$ cat src/rtl/wb_pattern_master.sv
// Wishbone classic-cycle pattern test master.
// Writes DATA_COUNT generated words to a slave region and reads them back for checking.
//
// Ports:
//   clk, rst        clock, asynchronous active-low reset
//   start, seed     run request (falling edge starts a run), pattern seed
//   busy, done      run in progress, run finished (sticky until next run)
//   err, timed_out  read mismatch seen, run aborted on missing ack (sticky)
//   err_count       saturating mismatch count for the current run
//   cyc_o .. adr_o  Wishbone master bus
module wb_pattern_master #(
  parameter int BASE_ADDRESS = 0,
  parameter int DATA_WIDTH   = 32,
  parameter int ADDR_WIDTH   = 16,
  parameter int DATA_COUNT   = 16,
  parameter int AU_IN_DATA   = 1,
  parameter int PATTERN_STEP = 1,
  parameter int MODE         = 0,
  parameter int TIMEOUT      = 255
) (
  input  logic                  clk,
  input  logic                  rst,
  input  logic                  start,
  input  logic [DATA_WIDTH-1:0] seed,
  output logic                  busy,
  output logic                  done,
  output logic                  err,
  output logic                  timed_out,
  output logic [15:0]           err_count,
  output logic                  cyc_o,
  output logic                  stb_o,
  input  logic                  ack_i,
  output logic                  we_o,
  output logic [DATA_WIDTH-1:0] dat_o,
  input  logic [DATA_WIDTH-1:0] dat_i,
  output logic [ADDR_WIDTH-1:0] adr_o
);

  localparam int IW = (DATA_COUNT > 1) ? $clog2(DATA_COUNT) : 1;
  localparam int TW = (TIMEOUT > 1) ? $clog2(TIMEOUT + 1) : 1;

  localparam logic [IW-1:0] LAST = IW'(DATA_COUNT - 1);
  localparam logic [TW-1:0] TLIM = TW'(TIMEOUT - 1);

  localparam logic [DATA_WIDTH-1:0] STEP   = DATA_WIDTH'(PATTERN_STEP);
  localparam logic [ADDR_WIDTH-1:0] BASE   = ADDR_WIDTH'(BASE_ADDRESS);
  localparam logic [ADDR_WIDTH-1:0] STRIDE = ADDR_WIDTH'(AU_IN_DATA);

  typedef enum logic [2:0] {
    IDLE    = 3'd0,
    WR_REQ  = 3'd1,
    WR_WAIT = 3'd2,
    RD_REQ  = 3'd3,
    RD_WAIT = 3'd4
  } state_t;

  state_t                  state;
  logic                    start_old;
  logic [IW-1:0]           idx;
  logic [DATA_WIDTH-1:0]   seed_q;
  // word/addr track word(idx)/adr(idx) incrementally, no multiplier
  logic [DATA_WIDTH-1:0]   word;
  logic [ADDR_WIDTH-1:0]   addr;
  logic [TW-1:0]           wcnt;
  logic                    tmo;

  // wcnt == TIMEOUT-1 means this is the TIMEOUT-th cycle without ack
  assign tmo = (TIMEOUT != 0) && (wcnt == TLIM);

  always_ff @(posedge clk or negedge rst) begin
    if (!rst) begin
      state     <= IDLE;
      start_old <= 1'b0;
      idx       <= '0;
      seed_q    <= '0;
      word      <= '0;
      addr      <= '0;
      wcnt      <= '0;
      busy      <= 1'b0;
      done      <= 1'b0;
      err       <= 1'b0;
      timed_out <= 1'b0;
      err_count <= '0;
      cyc_o     <= 1'b0;
      stb_o     <= 1'b0;
      we_o      <= 1'b0;
      dat_o     <= '0;
      adr_o     <= '0;
    end else begin
      start_old <= start;
      case (state)
        IDLE: begin
          if (!start && start_old) begin
            done      <= 1'b0;
            err       <= 1'b0;
            timed_out <= 1'b0;
            err_count <= '0;
            busy      <= 1'b1;
            seed_q    <= seed;
            word      <= seed;
            addr      <= BASE;
            idx       <= '0;
            state     <= WR_REQ;
          end
        end
        WR_REQ: begin
          cyc_o <= 1'b1;
          stb_o <= 1'b1;
          we_o  <= 1'b1;
          dat_o <= word;
          adr_o <= addr;
          wcnt  <= '0;
          state <= WR_WAIT;
        end
        WR_WAIT: begin
          if (ack_i) begin
            cyc_o <= 1'b0;
            stb_o <= 1'b0;
            we_o  <= 1'b0;
            if (MODE == 0) begin
              state <= RD_REQ;
            end else if (idx != LAST) begin
              idx   <= idx + IW'(1);
              word  <= word + STEP;
              addr  <= addr + STRIDE;
              state <= WR_REQ;
            end else begin
              // write phase over: rewind to word 0 for the read phase
              idx   <= '0;
              word  <= seed_q;
              addr  <= BASE;
              state <= RD_REQ;
            end
          end else if (tmo) begin
            cyc_o     <= 1'b0;
            stb_o     <= 1'b0;
            we_o      <= 1'b0;
            timed_out <= 1'b1;
            done      <= 1'b1;
            busy      <= 1'b0;
            state     <= IDLE;
          end else begin
            wcnt <= wcnt + TW'(1);
          end
        end
        RD_REQ: begin
          cyc_o <= 1'b1;
          stb_o <= 1'b1;
          we_o  <= 1'b0;
          adr_o <= addr;
          wcnt  <= '0;
          state <= RD_WAIT;
        end
        RD_WAIT: begin
          if (ack_i) begin
            cyc_o <= 1'b0;
            stb_o <= 1'b0;
            if (dat_i != word) begin
              err <= 1'b1;
              if (err_count != 16'hFFFF) begin
                err_count <= err_count + 16'd1;
              end
            end
            if (idx == LAST) begin
              done  <= 1'b1;
              busy  <= 1'b0;
              state <= IDLE;
            end else begin
              idx   <= idx + IW'(1);
              word  <= word + STEP;
              addr  <= addr + STRIDE;
              state <= (MODE == 0) ? WR_REQ : RD_REQ;
            end
          end else if (tmo) begin
            cyc_o     <= 1'b0;
            stb_o     <= 1'b0;
            we_o      <= 1'b0;
            timed_out <= 1'b1;
            done      <= 1'b1;
            busy      <= 1'b0;
            state     <= IDLE;
          end else begin
            wcnt <= wcnt + TW'(1);
          end
        end
        default: begin
          cyc_o <= 1'b0;
          stb_o <= 1'b0;
          we_o  <= 1'b0;
          busy  <= 1'b0;
          state <= IDLE;
        end
      endcase
    end
  end

endmodule

$ cat config.mk
export PLATFORM = sky130hd
export DESIGN_NAME = wb_pattern_master
export DESIGN_NICKNAME = d
export VERILOG_FILES = /design/src/rtl/wb_pattern_master.sv
export SDC_FILE = /design/constraint.sdc
export NUM_CORES = 1
export LEC_CHECK = 0
export BUFFER_PORTS_ARGS = -buffer_cell sky130_fd_sc_hd__buf_2
export CAP_MARGIN = 20
export CORE_ASPECT_RATIO = 0.8
export CORE_MARGIN = 2
export CORE_UTILIZATION = 50
export CTS_BUF_LIST = sky130_fd_sc_hd__clkbuf_2 sky130_fd_sc_hd__clkbuf_4 sky130_fd_sc_hd__clkbuf_8
export DETAILED_ROUTE_END_ITERATION = 6
export PLACE_DENSITY = 0.74
export REMOVE_ABC_BUFFERS = 1
export SETUP_SLACK_MARGIN = 0.15
export SYNTH_ARGS = -nofsm -noshare
export SYNTH_HDL_FRONTEND = slang
export SYNTH_SLANG_ARGS = --single-unit
export TNS_END_PERCENT = 30
$ cat constraint.sdc
create_clock -name clk -period 4.8 [get_ports clk]
set_clock_uncertainty 0.15 [all_clocks]
set_input_delay 1.2 -clock clk [delete_from_list [all_inputs] [get_ports clk]]
set_output_delay 1.2 -clock clk [all_outputs]
set_load 0.02 [all_outputs]
# Word level (Yosys, flattened, before mapping)
# Index checks and enable logic that the tools add are counted.
# word_totals
latch_bits	0
n_memories	0
ram_bits	0
elab_cells	110
rom_bits	0
out_inout_bits	71
ff_bits	134
# classes
n_addsub	5
eq_ne	20
shifts	0
n_mux	50
mul	0
magnitude_cmp	0
n_reduce_logical	18
div	0
n_bitwise	2
# op_table
op	n
$mux W16	6
$mux W32	3
$pmux W16 S2	2
$pmux W32 S2	1
$add A16 B1 Y16 const B	2
$add A32 B1 Y32 const B	1
$ne A32 B32 Y1	1
$mux W1	20
$reduce_and A4 Y1	5
$ne A2 B2 Y1 const B	9
$mux W8	2
$ne A16 B16 Y1 const B	1
$pmux W8 S2	1
$pmux W3 S5	1
$mux W3	4
$mux W4	3
$add A8 B1 Y8 const B	1
$eq A8 B8 Y1 const B	1
$pmux W1 S4	2
$pmux W4 S2	1
$eq A3 B2 Y1 const B	2
$pmux W1 S3	2
$reduce_bool A2 Y1	3
$reduce_and A5 Y1	1
16 further kinds	20

# Logic depth before layout (Yosys ltp)
# Gate-level depths: netlist of run 1.
# logic_depth
ltp_word	5
depth_mapped	9
ltp_nobuf	8

# Least setup slack after synthesis of run 1
# OpenSTA, ideal clock, no wires.
# synth_path
path_kind	input -> register
startpoint	input port ack_i
endpoint	register err_count[7]
path_buffers	2
path_stages	8
required_ns	4.576
slack_ns	1.984
arrival_time_ns	2.592
path_cell_list	buf_2 -> and2_4 -> o21ai_2 -> a41oi_2 -> o21ai_1 -> buf_6 -> or4b_4 -> a21oi_2
# synth_via
elab_chain_len	2
# synth_rtl
element	line_no	source
from (decl)	32	input logic ack_i,
$ne A2 B2 Y1 (no line)	-	
$reduce_and A5 Y1 (no line)	-	
to (signal assigned)	161	err_count <= err_count + 16'd1;
to (decl)	29	output logic [15:0] err_count,
# No other way between the ends.
# A chain may end at the register's enable or synchronous reset.

# Worst setup path after layout of run 1
# layout_path
startpoint	register state[2]
endpoint	register addr[13]
# layout_via
elab_chain_len	3
elab_cells_between_ends	8
cone_classes	eq/ne (4); mux (1); reduce/logical (3)
# layout_rtl
element	line_no	source
from (decl)	57	state_t state;
from (signal assigned)	172	state <= (MODE == 0) ? WR_REQ : RD_REQ;
$eq A3 B3 Y1 or $logic_not A3 Y1 (tied branches)	91	case (state)
$ne A2 B2 Y1 (no line) or $reduce_bool A2 Y1 (tied branches)	-	
$reduce_and A4 Y1 (no line)	-	
to (signal assigned)	125	addr <= addr + STRIDE;
to (signal assigned)	171	addr <= addr + STRIDE;
to (decl)	63	logic [ADDR_WIDTH-1:0] addr;
# Parallel ways exist; a longest one is shown, timed or not.

==> results.txt, run 1 <==
setup repair bufs after CTS - 0
synthesized flop and latch total - 134
Setup CP Type - flip-flop to flip-flop
Worst Tran Pin Value - 1.07 ns
R2R Setup Slk - 1.82 ns
placed insts - 1,004
H-tree depth - 4
FF-to-FF Start - state[2]
CP max stage cell - dfrtp_1
area used by multi-input combinational logic - 3340 µm²
Layout area overhead - 18.1%
global-route wire length before repair - 28,400 µm
hpwl dp - 12,000 µm
Max-cap violations - 0
Arrival @ worst endpoint - 3.21 ns
async set or reset register ratio after synthesis - 100%
post-synth top area share - 48.4%
Final Setup Violations - 0
Worst Hold End - adr_o[4]
DP Area - 7720 µm²
FILL cells - 1,172
post-layout minimum cycle time - 2.98 ns
CP Data Required Time - 5.04 ns
Total GRT Usage - 24.9%
CP max stage delay - 0.87 ns
drt drc - 0
die height - 109 µm
multiplexer share of the synthesized area - 5.94%
Final Cell Area - 8180 µm²
CP delay by family, top - simple AND/OR/NAND/NOR gates
Die ar. - 14,800 µm²
Slew HR - 28.6%
CTS root buffer - clkbuf_8
CTS max path bufs - 2
CTS Buf Count - 17
largest net degree at the start of global routing - 109
Static Leakage - 0.00372 µW
crit path max fanout - 28
Ports - 139
# rows - 38
Placer Congestion - 0.845
setup TNS - 0 ns
Port Buffers - 138
Post-Synth Adder-Cell Area - 1.08%
number of flops mapped to enable cells by yosys - 0
nets - 917
initial antenna violation count - 1
Top FF cell, synth - dfrtp_1
status - finished clean
R2R cell count - 6
CP Cell Sequence - and2_4 -> o211a_1 -> buf_4 -> nand4_1 -> or3_1 -> a21oi_1
Synth Area in Simple Gates - 21.5%
area leader, netlist - dfrtp_1
Mapped Area - 6930 µm²
post-synthesis xor/xnor area fraction - 7.08%
Cell variety after synth - 60
FF+latch area - 3350 µm²
sequential share of the synthesized area - 48.4%
pwr/cell area - 551 nW/µm²
DIE WIDTH - 136 µm
CTS tree - built
commonest non-fill, non-tap cell in the layout - buf_2
Max Transition Viols Final - 0
Clock Sink Count - 134
crit path buf inv count - 1
WHS Path Cells - 2
Setup crit start kind - flip-flop
largest family of logic cells by synthesized area - simple AND/OR/NAND/NOR gates
Initial DRC Count - 442
via count of the first global-routing pass - 5,349
vias per cell - 5.64
clk_lat worst skew - 0.46 ns
total vias in the final route - 5,842
Post-Syn Area per Cell - 9.61 µm²
cts repair resizes - 0
RSZ-0062 raised after global routing - no
most frequent cells in the layout - 137 x buf_2, 134 x dfrtp_1, 106 x nand2_1
Final Hold Fails - 0
worst min path class - flip-flop to flip-flop
Core ar. - 13,600 µm²
fin crit share - 62.0%
total power - 4510 µW
fin cells - 1,036
Area contributors post-synth - dfrtp_1 48%, xor2_1 5.9%, nand2_1 5.7%
Ys Warns - 0
CP endpoint kind - flip-flop
worst hold start - adr_o[4]
fmax - 0.336 GHz
hold_buf cts - 0
Starting Density - 51.1%
VDD IR max - 0.386 mV
Synth Instances - 721
Ant. Diodes - 0
Synth Area in Compound Gates - 12.4%
Final ANT Viol Nets - 0
drt pass-1 iters - 4
Crit Reg-Reg Endpoint - addr[13]
clock transition at the registers of the reported paths - 0.08 ns
DR WL/cell - 17.1 µm
final WL - 17,700 µm
Overflow after GRT - 0
share of layout cells above drive strength 1 - 27.5%
## state kept, by name, summed over array words and instances (netlist names), 3 cells and up
name / cells
adr_o: 16
dat_o: 32
word: 32
state: 3
idx: 4
err_count: 16
wcnt: 8
addr: 16
## final cells by class
cell class / count / share of cell area [%]
flip-flops and latches: 134 / 41.0
multi-input cells: 532 / 40.8
repair buffers: 146 / 9.25
clock buffers: 20 / 3.21
well taps: 180 / 2.75
clock inverters: 12 / 2.46
inverters: 12 / 0.551
## cells by family (layout without fill, tap and decap cells)
group | Yosys count | after routing
AND/OR/NAND/NOR | 294 | 294
AO/OA/AOI/OAI | 139 | 139
flip-flops | 134 | 134
XOR/XNOR | 56 | 56
buffers and inverters | 55 | 190
multiplexers | 37 | 37
adder cells (fa/ha/maj) | 6 | 6
## tightest hold or removal path, delay by kind of cell, from the launching register on
| kind | cells | cell delay [ns] |
|---|---|---|
| DFF | 1 | 0.34 |
| and+or+nand+nor | 2 | 0.11 |
## worst max-delay path by stage
| stage | cells after the start | start | end |
|---|---|---|---|
| floorplan | 4 | start | word[24] |
| global placement | 8 | dat_i[30] | err_count[14] |
| detailed placement | 7 | start | addr[13] |
| CTS | 6 | state[2] | addr[13] |
| global route | 6 | state[2] | addr[9] |
| finish | 6 | state[2] | addr[13] |
## routing by layer
| metal | vias up | wire length (µm) | GRT usage [%] |
|---|---|---|---|
| met5 | - | 13 | 0 |
| met4 | 2 | 255 | 8.04 |
| met3 | 22 | 1190 | 6.28 |
| met2 | 204 | 7880 | 36.2 |
| met1 | 2819 | 8320 | 36.6 |
| li1 | 2795 | - | - |
## report_power, final
| part | total (µW) | internal, µW | leakage, µW | switching, µW |
|---|---|---|---|---|
| sequential | 1880 | 1440 | 0.00171 | 435 |
| combinational | 1520 | 623 | 0.00178 | 893 |
| clock | 1110 | 644 | 0.000230 | 468 |
## synth_stat cells (6+ instances only)
library cell	count
nand2_1	106
and2_1	6
nor3_1	12
nand4_1	21
o21ai_1	11
dfrtp_1	134
and3_1	7
xor2_1	47
nor4_1	11
nand3_1	31
o22ai_1	9
buf_2	16
a21oi_1	40
clkbuf_1	19
inv_1	12
mux2_2	33
xnor2_1	9
o211ai_1	7
nor2_1	58
or3_1	12
nand2b_1	6
o21ai_0	34
ha_1	6
## per-stage QoR
stage / util (%) / hold slack [ns] / setup slack [ns]
detailed placement: 57.0 / 0.308 / 1.45
floorplan: - / 0.310 / 0.578
CTS: 60.4 / 0.329 / 1.89
global placement: 57.0 / 0.303 / 1.50
finish: 60.4 / 0.325 / 1.82
global route: 60.4 / 0.350 / 1.60
(Power assumes the default switching activity.)
==> run 2: changes to the inputs <==
PLACE_DENSITY = 0.76   (was 0.74)
clock period = 2.6 ns   (was 4.8 ns; I/O delays follow)
==> run 2 against run 1 <==
  * Sequential power rose by 77%
  * Critical endpoint is now err_count[11]
  * Total power rose by 91%
  * Via count rose by 3.8%
  * Final cell count rose by 3.5%
  * Clock power rose by 85%
  * Combinational power rose by 110%
  * Design area rose by 4.3%
  * First-iteration DRC count fell by 0.68%
  * Largest power group unchanged
==> results.txt, run 2 (synthesized netlist as in run 1, its figures left out) <==
status - finished clean
worst min path class - primary input to flip-flop
CP Data Required Time - 2.84 ns (-2.20 ns)
Final Hold Fails - 0 (unchanged)
worst hold start - start
CTS Buf Count - 17 (unchanged)
Overflow after GRT - 0 (unchanged)
Die ar. - 14,800 µm² (unchanged)
FF+latch area - 3360 µm² (about the same)
Net Switching - 3410 µW (+90%)
area used by multi-input combinational logic - 3340 µm² (unchanged)
clock transition at the registers of the reported paths - 0.08 ns (about the same)
R2R Setup Slk - 0.26 ns (-1.57 ns)
Slew HR - 62.4% (+34 points)
nets - 951 (+3.7%)
Max Transition Viols Final - 0 (unchanged)
DR WL/cell - 17.0 µm (-0.29%)
RSZ-0062 raised after global routing - no
CTS root buffer - clkbuf_8
H-tree depth - 4 (unchanged)
FF-to-FF Start - err_count[1]
Met2 Wirelength - 7900 µm (+0.15%)
Setup CP Type - flip-flop to flip-flop
drt drc - 0 (unchanged)
CP Cell Sequence - ha_1 -> nand3_1 -> nor2_1 -> a41oi_2 -> o21ai_1 -> buf_4 -> buf_12 -> or4_1 -> o21ai_1
WHS Path Cells - 1 (-1)
sequential share of power - 38.5% (-3.2 points)
drt pass-1 iters - 5 (+1)
Arrival @ worst endpoint - 2.58 ns (-0.63 ns)
fin crit share - 90.0% (+28 points)
Int Pwr - 5210 µW (+92%)
Final Setup Violations - 0 (unchanged)
Worst Tran Pin Value - 0.559 ns (-0.510 ns)
combinational share of power - 37.8% (+4.2 points)
most frequent cells in the layout - 137 x buf_2, 132 x dfrtp_1, 106 x nand2_1
crit path max fanout - 9 (-68%)
Net Sw Frac - 39.6% (-0.28 points)
# rows - 38 (unchanged)
CP max stage delay - 0.49 ns (-0.38 ns)
Worst Hold End - start_old
clock share of power - 23.7% (-1.0 points)
crit path buf inv count - 2 (+1)
CTS max path bufs - 2 (unchanged)
CP endpoint kind - flip-flop
clk_lat worst skew - 0.46 ns (about the same)
DR WL met3 - 1330 µm (+11%)
setup ws final - 0.259 ns (-1.57 ns)
share of layout cells above drive strength 1 - 30.3% (+2.9 points)
Placer Congestion - 0.870 (+3.0%)
vias per cell - 5.66 (+0.31%)
R2R cell count - 9 (+3)
Final ANT Viol Nets - 0 (unchanged)
highest routed metal layer - met4
Max-cap violations - 0 (unchanged)
Top Registers - dat_o (32), word (32)
Port Buffers - 138 (unchanged)
Static Leakage - 0.00391 µW (+5.0%)
final WL - 18,200 µm (+3.2%)
CTS tree - built
Crit Reg-Reg Endpoint - err_count[11]
Total GRT Usage - 25.4% (+0.49 points)
via count of the first global-routing pass - 5,690 (+6.4%)
fmax - 0.427 GHz (+27%)
DIE WIDTH - 136 µm (unchanged)
largest net degree at the start of global routing - 52 (-52%)
Ports - 139 (unchanged)
Layout area overhead - 23.2%
Starting Density - 51.1% (unchanged)
pre-CTS WS - 0.0689 ns (-1.38 ns)
VDD IR max - 0.614 mV (+59%)
CP delay by family, top - simple AND/OR/NAND/NOR gates
setup TNS - 0 ns (unchanged)
total vias in the final route - 6,064 (+3.8%)
CP max stage cell - or4_1
Core ar. - 13,600 µm² (unchanged)
global-route wire length before repair - 29,000 µm (+1.9%)
Initial DRC Count - 439 (-0.68%)
Clock Sink Count - 134 (unchanged)
post-layout minimum cycle time - 2.34 ns (-0.635 ns)
commonest non-fill, non-tap cell in the layout - buf_2
initial antenna violation count - 2 (+1)
Setup crit start kind - flip-flop
Met1 Wirelength - 8460 µm (+1.7%)
total power - 8620 µW (+91%)
FILL cells - 1,139 (-2.8%)
pwr/cell area - 1010 nW/µm² (+83%)
Crit path top cell by count - o21ai_1
die height - 109 µm (unchanged)
hpwl dp - 12,800 µm (+6.7%)
==> run 2: metal layers <==
layer / GRT usage [%] / vias up
li1: - / 2866
met3: 6.46 / 41
met1: 37.1 / 2909
met4: 10.5 / 0
met2: 36.0 / 248
met5: 0 / -
==> run 2: repair_timing <==
item                       CTS  global route
hold endpoints to repair    37             0
resized for setup            0             2
hold buffers                 1             0
setup endpoints to repair    0             1
buffers inserted             0             1
==> run 2: how the worst max path moves through the flow <==
stage | from | slack [ns] | cells after the start | to
after floorplan | state[1] | -1.14 | 4 | word[24]
after global placement | start | 0.08 | 9 | err_count[11]
after detailed placement | start | 0.07 | 9 | err_count[9]
after CTS | err_count[1] | 0.26 | 9 | err_count[9]
after global routing | err_count[1] | 0.15 | 9 | err_count[11]
final | err_count[1] | 0.26 | 9 | err_count[11]
==> run 2: layout make-up <==
class	instances	area share, %
sequential	134	39.3
multi-input combinational	532	39.1
timing repair buffer	180	12.9
clock buffer	18	2.83
tap	180	2.64
clock inverter	14	2.60
inverter	12	0.528
antenna	2	0.0587
==> run 2: power groups by stage <==
stage	logic [µW]	registers (µW)	clock network [µW]
6_report	3260	3320	2050
5_1_grt	3550	3400	2160
4_1_cts	3260	3300	2070
3_5_place_dp	3230	3330	0
3_3_place_gp	3160	3310	0
2_1_floorplan	1580	3630	0
==> run 2: per-stage QoR <==
| step | utilization (%) | std cells | hold WS, ns | area (µm²) |
|---|---|---|---|---|
| after floorplan | - | 678 | 0.204 | 6720 |
| after global placement | 59.4 | 1036 | 0.303 | 8050 |
| after detailed placement | 59.4 | 1036 | 0.306 | 8050 |
| after CTS | 62.9 | 1069 | 0.185 | 8520 |
| after global routing | 63.0 | 1072 | 0.189 | 8530 |
| final | 63.0 | 1072 | 0.200 | 8530 |
